--- src/rtl/calc_pkg.sv ---
// rtl/calc_pkg.sv - key codes, opcodes and FSM states for the calculator key sequencer
package calc_pkg;

  localparam logic [3:0] KEY_ADD   = 4'd10;
  localparam logic [3:0] KEY_SUB   = 4'd11;
  localparam logic [3:0] KEY_MUL   = 4'd12;
  localparam logic [3:0] KEY_DIV   = 4'd13;
  localparam logic [3:0] KEY_ENTER = 4'd14;
  localparam logic [3:0] KEY_ESC   = 4'd15;

  typedef enum logic [1:0] {
    OP_ADD = 2'd0,
    OP_SUB = 2'd1,
    OP_MUL = 2'd2,
    OP_DIV = 2'd3
  } opcode_t;

  typedef enum logic [2:0] {
    ENTER_A  = 3'd0,
    ENTER_B  = 3'd1,
    ISSUE    = 3'd2,
    WAIT_RES = 3'd3,
    SHOW     = 3'd4
  } state_t;

  function automatic opcode_t key_to_opcode(input logic [3:0] code);
    case (code)
      KEY_SUB: return OP_SUB;
      KEY_MUL: return OP_MUL;
      KEY_DIV: return OP_DIV;
      default: return OP_ADD;
    endcase
  endfunction

endpackage

--- src/rtl/calc_key_sequencer_if.sv ---
// rtl/calc_key_sequencer_if.sv - request/result bus between key sequencer and arithmetic stage
interface calc_key_sequencer_if #(
  parameter int WIDTH = 16
);
  logic             REQ_VALID;
  logic             REQ_READY;
  logic [WIDTH-1:0] OP_A;
  logic [WIDTH-1:0] OP_B;
  logic [1:0]       OPCODE;
  logic             RES_VALID;
  logic [WIDTH-1:0] RES_DATA;
  logic             RES_ERR;

  modport master (
    output REQ_VALID, OP_A, OP_B, OPCODE,
    input  REQ_READY, RES_VALID, RES_DATA, RES_ERR
  );

  modport slave (
    input  REQ_VALID, OP_A, OP_B, OPCODE,
    output REQ_READY, RES_VALID, RES_DATA, RES_ERR
  );
endinterface

--- src/rtl/dec_accum.sv ---
// rtl/dec_accum.sv - value*10 + digit with overflow detection, purely combinational
module dec_accum #(
  parameter int WIDTH = 16
) (
  input  logic [WIDTH-1:0] value,
  input  logic [3:0]       digit,
  output logic [WIDTH-1:0] result,
  output logic             ovf
);
  localparam int W4 = WIDTH + 4;

  logic [W4-1:0] wide;

  // Four guard bits hold the worst case (2^WIDTH-1)*10+9 without wrapping.
  assign wide   = ({4'b0, value} << 3) + ({4'b0, value} << 1) + W4'(digit);
  assign result = wide[WIDTH-1:0];
  assign ovf    = |wide[W4-1:WIDTH];
endmodule

--- src/rtl/calc_key_sequencer.sv ---
// rtl/calc_key_sequencer.sv - assembles key codes into operand/operator requests and captures results
module calc_key_sequencer
  import calc_pkg::*;
#(
  parameter int WIDTH = 16
) (
  input  logic                 CLK,
  input  logic                 RST_N,
  input  logic                 KEY_VALID,
  input  logic [3:0]           KEY_CODE,
  calc_key_sequencer_if.master bus,
  output logic [WIDTH-1:0]     DISP_VALUE,
  output logic                 ERR,
  output logic                 OVF,
  output logic [2:0]           STATE
);

  state_t           state_q, state_n;
  logic [WIDTH-1:0] op_a_q, op_a_n;
  logic [WIDTH-1:0] op_b_q, op_b_n;
  opcode_t          opcode_q, opcode_n;
  logic             err_q, err_n;
  logic             ovf_q, ovf_n;
  logic             b_digits_q, b_digits_n;
  logic             discard_q, discard_n;
  logic [WIDTH-1:0] disp_q, disp_n;
  logic             res_taken;

  logic             is_digit, is_op;
  logic [WIDTH-1:0] acc_in, acc_out;
  logic             acc_ovf;

  assign is_digit = (KEY_CODE <= 4'd9);
  assign is_op    = (KEY_CODE >= KEY_ADD) && (KEY_CODE <= KEY_DIV);
  assign acc_in   = (state_q == ENTER_B) ? op_b_q : op_a_q;

  dec_accum #(.WIDTH(WIDTH)) u_accum (
    .value  (acc_in),
    .digit  (KEY_CODE),
    .result (acc_out),
    .ovf    (acc_ovf)
  );

  always_ff @(posedge CLK or negedge RST_N) begin
    if (!RST_N) begin
      state_q    <= ENTER_A;
      op_a_q     <= '0;
      op_b_q     <= '0;
      opcode_q   <= OP_ADD;
      err_q      <= 1'b0;
      ovf_q      <= 1'b0;
      b_digits_q <= 1'b0;
      discard_q  <= 1'b0;
      disp_q     <= '0;
    end else begin
      state_q    <= state_n;
      op_a_q     <= op_a_n;
      op_b_q     <= op_b_n;
      opcode_q   <= opcode_n;
      err_q      <= err_n;
      ovf_q      <= ovf_n;
      b_digits_q <= b_digits_n;
      discard_q  <= discard_n;
      disp_q     <= disp_n;
    end
  end

  always_comb begin
    state_n    = state_q;
    op_a_n     = op_a_q;
    op_b_n     = op_b_q;
    opcode_n   = opcode_q;
    err_n      = err_q;
    ovf_n      = 1'b0;
    b_digits_n = b_digits_q;
    discard_n  = discard_q;
    res_taken  = 1'b0;

    // A result that arrives after an Escape belongs to an abandoned request.
    if (bus.RES_VALID && discard_q) begin
      discard_n = 1'b0;
    end else if (bus.RES_VALID && state_q == WAIT_RES) begin
      op_a_n    = bus.RES_DATA;
      err_n     = bus.RES_ERR;
      state_n   = SHOW;
      res_taken = 1'b1;
    end

    if (state_q == ISSUE) begin
      if (bus.REQ_READY) begin
        state_n   = WAIT_RES;
        discard_n = 1'b0;
      end
    end else if (KEY_VALID && !res_taken) begin
      if (KEY_CODE == KEY_ESC) begin
        op_a_n     = '0;
        op_b_n     = '0;
        opcode_n   = OP_ADD;
        err_n      = 1'b0;
        b_digits_n = 1'b0;
        state_n    = ENTER_A;
        if (state_q == WAIT_RES) discard_n = 1'b1;
      end else begin
        case (state_q)
          ENTER_A: begin
            if (is_digit) begin
              if (acc_ovf) ovf_n = 1'b1;
              else         op_a_n = acc_out;
            end else if (is_op) begin
              opcode_n   = key_to_opcode(KEY_CODE);
              op_b_n     = '0;
              b_digits_n = 1'b0;
              state_n    = ENTER_B;
            end
          end
          ENTER_B: begin
            if (is_digit) begin
              b_digits_n = 1'b1;
              if (acc_ovf) ovf_n = 1'b1;
              else         op_b_n = acc_out;
            end else if (is_op) begin
              if (!b_digits_q) opcode_n = key_to_opcode(KEY_CODE);
            end else if (KEY_CODE == KEY_ENTER && b_digits_q) begin
              state_n = ISSUE;
            end
          end
          SHOW: begin
            if (!err_q && is_digit) begin
              op_a_n  = WIDTH'(KEY_CODE);
              state_n = ENTER_A;
            end else if (!err_q && is_op) begin
              opcode_n   = key_to_opcode(KEY_CODE);
              op_b_n     = '0;
              b_digits_n = 1'b0;
              state_n    = ENTER_B;
            end
          end
          default: ;
        endcase
      end
    end

    // Display follows the post-edge values so it never lags the state.
    case (state_n)
      ENTER_B:         disp_n = b_digits_n ? op_b_n : op_a_n;
      ISSUE, WAIT_RES: disp_n = op_b_n;
      default:         disp_n = op_a_n;
    endcase
  end

  always_comb begin
    bus.REQ_VALID = (state_q == ISSUE);
    bus.OP_A      = op_a_q;
    bus.OP_B      = op_b_q;
    bus.OPCODE    = opcode_q;
    DISP_VALUE    = disp_q;
    ERR           = err_q;
    OVF           = ovf_q;
    STATE         = state_q;
  end

endmodule

--- src/flat_wrapper.sv ---
// flat-port wrapper written by rule: the top's interface ports become plain ports
module calc_key_sequencer_flat import calc_pkg::*;
#(
  parameter int WIDTH = 16
)
  (CLK, RST_N, KEY_VALID, KEY_CODE, DISP_VALUE, ERR, OVF, STATE, bus_REQ_VALID, bus_OP_A, bus_OP_B, bus_OPCODE, bus_REQ_READY, bus_RES_VALID, bus_RES_DATA, bus_RES_ERR);
  calc_key_sequencer_if #(.WIDTH(WIDTH)) bus_i ();
  input  logic CLK;
  input  logic RST_N;
  input  logic KEY_VALID;
  input  logic [3:0] KEY_CODE;
  output logic [WIDTH-1:0] DISP_VALUE;
  output logic ERR;
  output logic OVF;
  output logic [2:0] STATE;
  output wire logic [$bits(bus_i.REQ_VALID)-1:0] bus_REQ_VALID;
  output wire logic [$bits(bus_i.OP_A)-1:0] bus_OP_A;
  output wire logic [$bits(bus_i.OP_B)-1:0] bus_OP_B;
  output wire logic [$bits(bus_i.OPCODE)-1:0] bus_OPCODE;
  input wire logic [$bits(bus_i.REQ_READY)-1:0] bus_REQ_READY;
  input wire logic [$bits(bus_i.RES_VALID)-1:0] bus_RES_VALID;
  input wire logic [$bits(bus_i.RES_DATA)-1:0] bus_RES_DATA;
  input wire logic [$bits(bus_i.RES_ERR)-1:0] bus_RES_ERR;
  assign bus_REQ_VALID = bus_i.REQ_VALID;
  assign bus_OP_A = bus_i.OP_A;
  assign bus_OP_B = bus_i.OP_B;
  assign bus_OPCODE = bus_i.OPCODE;
  assign bus_i.REQ_READY = bus_REQ_READY;
  assign bus_i.RES_VALID = bus_RES_VALID;
  assign bus_i.RES_DATA = bus_RES_DATA;
  assign bus_i.RES_ERR = bus_RES_ERR;
  calc_key_sequencer #(.WIDTH(WIDTH)) u_core (.CLK(CLK), .RST_N(RST_N), .KEY_VALID(KEY_VALID), .KEY_CODE(KEY_CODE), .bus(bus_i), .DISP_VALUE(DISP_VALUE), .ERR(ERR), .OVF(OVF), .STATE(STATE));
endmodule
--- config.mk ---
export PLATFORM = sky130hd
export DESIGN_NAME = calc_key_sequencer_flat
export DESIGN_NICKNAME = d
export VERILOG_FILES = /design/src/rtl/calc_pkg.sv /design/src/rtl/calc_key_sequencer_if.sv /design/src/rtl/dec_accum.sv /design/src/rtl/calc_key_sequencer.sv /design/src/flat_wrapper.sv
export SDC_FILE = /design/constraint.sdc
export NUM_CORES = 1
export LEC_CHECK = 0
export ABC_AREA = 0
export BUFFER_PORTS_ARGS = -buffer_cell sky130_fd_sc_hd__buf_2
export CAP_MARGIN = 10
export CELL_PAD_IN_SITES_DETAIL_PLACEMENT = 0
export CELL_PAD_IN_SITES_GLOBAL_PLACEMENT = 1
export CORE_MARGIN = 1
export CORE_UTILIZATION = 39
export DETAILED_ROUTE_END_ITERATION = 7
export GPL_TIMING_DRIVEN = 1
export PLACE_DENSITY_LB_ADDON = 0.1
export SLEW_MARGIN = 40
export SYNTH_ARGS = -nofsm -noshare
export SYNTH_HDL_FRONTEND = slang
export SYNTH_SLANG_ARGS = --single-unit
--- constraint.sdc ---
create_clock -name CLK -period 4.7 [get_ports CLK]
set_clock_uncertainty 0.2 [all_clocks]
set_input_delay 0.47 -clock CLK [delete_from_list [all_inputs] [get_ports CLK]]
set_output_delay 0.47 -clock CLK [all_outputs]
set_load 0.01 [all_outputs]
==> impl_metrics.py <==
metrics = {
    "global_routing": {
        "globalRouteOverflowTotal": 0,
        "grt_pass1_wl_um": 19800,
        "grt_usage_pct": 23.7,
        "grt_max_degree": 58,
        "antenna_found_initial": 0,
        "grt_pass1_vias": 3610,
    },
    "final_layout": {
        "design_area_sq_mm": 0.00555,
        "areaGrowthSynthToFinish_pct": 37.2,
        "nNetsFinal": 590,
        "diodes": 0,
        "drive_gt1_share_pct": 45.6,
    },
    "setup_path": {
        "crit_slowest_cell": "fa_1",
        "crit_chain": "nor3b_4 > buf_6 > mux2_4 > fa_1 > inv_1 > fa_2 > nand2b_4 > a21oi_4 > o21ai_2 > o21ai_2 > mux2_4 > buf_12 > nor3_4 > o221ai_4 > clkbuf_16 > a22o_1 > mux2_4",
        "path_class": "reg2reg",
        "endpoint_kind": "flip-flop",
        "crit_top_cell": "mux2_4",
        "worstSetupStartpointType": "flip-flop",
        "crit_family": "multiplexers",
        "worstPathArrival_ns": 4.69,
        "critPathMaxStageDelay_ns": 0.53,
        "worst-path-buf-inv": 4,
        "critPathRequiredTime_ns": 4.72,
        "crit_fanout": 8,
    },
    "timing": {
        "whs_ns": -0.0201,
        "report.final.slew_viol_count": 0,
        "final_hold_viol_count": 26,
        "relSlewSlack_pct": 46.6,
        "tightest_slew_ns": 0.794,
        "timing.final.crit_share_pct": 99.3,
        "max_freq_mhz": 214,
        "rsz0062_at_grt": "true",
        "setup_viol": 0,
        "setup_tns_ns": 0,
        "period_needed_ns": 4.67,
    },
    "synth": {
        "syn_nets": 456,
        "synth_area_sq_mm": 0.00405,
        "yosys_warnings": 0,
        "synth_edf_count": 0,
        "async_flop_share_pct": 100,
        "synth_largest_area_cell": "dfrtp_1",
        "ys_seq_elements": 57,
        "syn_inst": 397,
        "avgSynthCellArea_sq_um": 10.2,
        "synth_top_area_share_pct": 35.3,
        "synth_cell_types": 62,
        "synth-main-ff-cell": "dfrtp_1",
        "synth_seq_area_share_pct": 35.3,
        "synth.area.top_cells": "dfrtp_1, mux2_2, ha_1, a22o_1, nand2_1",
    },
    "run": {
        "maxCapViolations": 0,
    },
    "placed_design": {
        "gp_congestion": 0.834,
        "dpl.hpwl_um": 9530,
        "io_buffers": 81,
        "place_area_sq_mm": 0.00495,
    },
    "detailed_routing": {
        "via_per_inst": 5.57,
        "vias": 3720,
        "drt-pass1-iter-count": 4,
        "antenna_left": 0,
        "postRouteWirelength_um": 13000,
        "drt_iter0_drc": 193,
        "drcViolationCount": 0,
        "wire_per_inst_um": 19.5,
    },
    "floorplanning": {
        "start_util_pct": 40.8,
        "dieWidth_um": 104,
        "die_area_sq_mm": 0.0108,
        "fp.coreArea_sq_mm": 0.00991,
        "die_h_um": 104,
        "io_pins": 82,
        "num_rows": 36,
    },
    "pwr": {
        "ir_drop_v": 0.000608,
        "total_power_mw": 5.39,
        "leakagePower_nw": 2.73,
        "power_density_mw_per_mm2": 970,
    },
    "clock_network": {
        "worstSkewPairLatency_ns": 0.35,
        "hold_buffers": 0,
        "cts_root_buffer": "clkbuf_8",
        "clk_pin_slew_ns": 0.06,
        "htreeDepth": 3,
        "cts_buffer_depth": 2,
        "tritoncts": "built",
        "cts-buffers-inserted": 9,
        "clkSinkCount": 57,
    },
    "hold_path": {
        "min-delay-path-class": "in2async",
    },
    "status": {
        "violations": "negative hold slack",
        "status": "finished with violations",
    },
}
-- flip-flops by register name (all words and copies together), names as in the netlist --
register           cells
u_core.bus.OP_B       16
u_core.ERR             1
u_core.bus.OP_A       16
u_core.bus.OPCODE      2
u_core.discard_q       1
u_core.DISP_VALUE     16
u_core.b_digits_q      1
u_core.STATE           3
u_core.OVF             1
-- cell usage in the layout (no fill, tap or decap), types with 11 or more instances in the layout --
master,Yosys,final
buf_2,8,81
dfrtp_1,57,57
buf_4,0,46
nand2_1,31,30
mux2_2,39,28
a22o_1,25,25
ha_1,31,24
nor2_1,23,23
a21oi_1,23,17
mux2_4,5,16
o21ai_0,16,12
xnor2_1,11,11
clkbuf_8,0,11
-- cells by family after synthesis --
kind of cell	Yosys count	synth area share, %
fa+ha+maj	33	10.6
xor+xnor	14	3.22
compound gates	116	20.6
simple gates	99	12.8
buf+inv	27	3.12
mux	51	14.4
flops	57	35.3
-- report_power, final --
part,switching [mW],internal [mW]
clock,0.205,0.325
sequential,0.137,0.689
combinational,2.09,1.94
total,2.43,2.96
-- synth_stat cells (4+ instances only) --
cell type and instances:
nor2_1 23, mux2_2 39, inv_1 11, mux2i_1 7, o21a_1 6, o31ai_1 4
clkbuf_1 4, mux2_4 5, nor4_1 4, dfrtp_1 57, o22ai_1 6, a21o_1 7
ha_1 31, a31oi_1 5, buf_2 8, nand2b_1 6, nor3_1 7, a21oi_1 23
a22o_1 25, nand3_1 6, xnor2_1 11, o21ai_0 16, nand2_1 31, nand4_1 4
-- through the flow --
step	utilization, %	setup WS, ns	instances	hold WS (ns)
after global routing	56.0	-0.0891	668	0.0324
after CTS	52.4	0.00642	653	0.0972
final	56.0	0.0331	668	-0.0201
after global placement	49.9	0.0995	637	0.257
after detailed placement	49.9	-0.00261	637	0.278
after floorplan	-	0.0466	397	-0.0256
-- final cells by class --
type                       count  area (sq um)
sequential                    57          1430
inverter                      11          41.3
multi-input combinational    313          2750
clock inverter                 4          76.3
tap                          133           166
clock buffer                  11           151
timing repair buffer         139           943
fill                         917          4360
-- path summary, 6_finish.rpt --
check,startpoint,end,slack (ns),depth (start not counted)
max in group asynchronous,RST_N,u_core.bus.OP_B[12]$_DFF_PN0_,3.93,2
hold reg to reg,u_core.bus.OPCODE[0]$_DFFE_PN0P_,u_core.bus.OPCODE[0]$_DFFE_PN0P_,0.29,2
hold / removal,RST_N,u_core.discard_q$_DFF_PN0_,-0.02,2
setup reg to reg,u_core.STATE[2]$_DFF_PN0_,u_core.DISP_VALUE[3]$_DFF_PN0_,0.03,17
min in group CLK,bus_RES_VALID,u_core.discard_q$_DFF_PN0_,0.15,2
setup / recovery,u_core.STATE[2]$_DFF_PN0_,u_core.DISP_VALUE[3]$_DFF_PN0_,0.03,17
-- routing by layer --
metal | part of all wire, % | vias up | GRT usage, % | wire [um]
met2 | 45 | 93 | 35.4 | 5850
met5 | 0 | - | 0 | 0
met4 | 1.2 | 0 | 7.14 | 157
met3 | 4.1 | 10 | 3.45 | 528
met1 | 50 | 1844 | 35.4 | 6450
li1 | - | 1773 | - | -
-- what timing repair did --
item | CTS | global route
buffers inserted | 1 | 13
cloned | 0 | 2
pin swaps | 1 | 34
resized for setup | 0 | 50
setup endpoints to repair | 11 | 17
No activity file was read; power rests on OpenSTA's default activity.
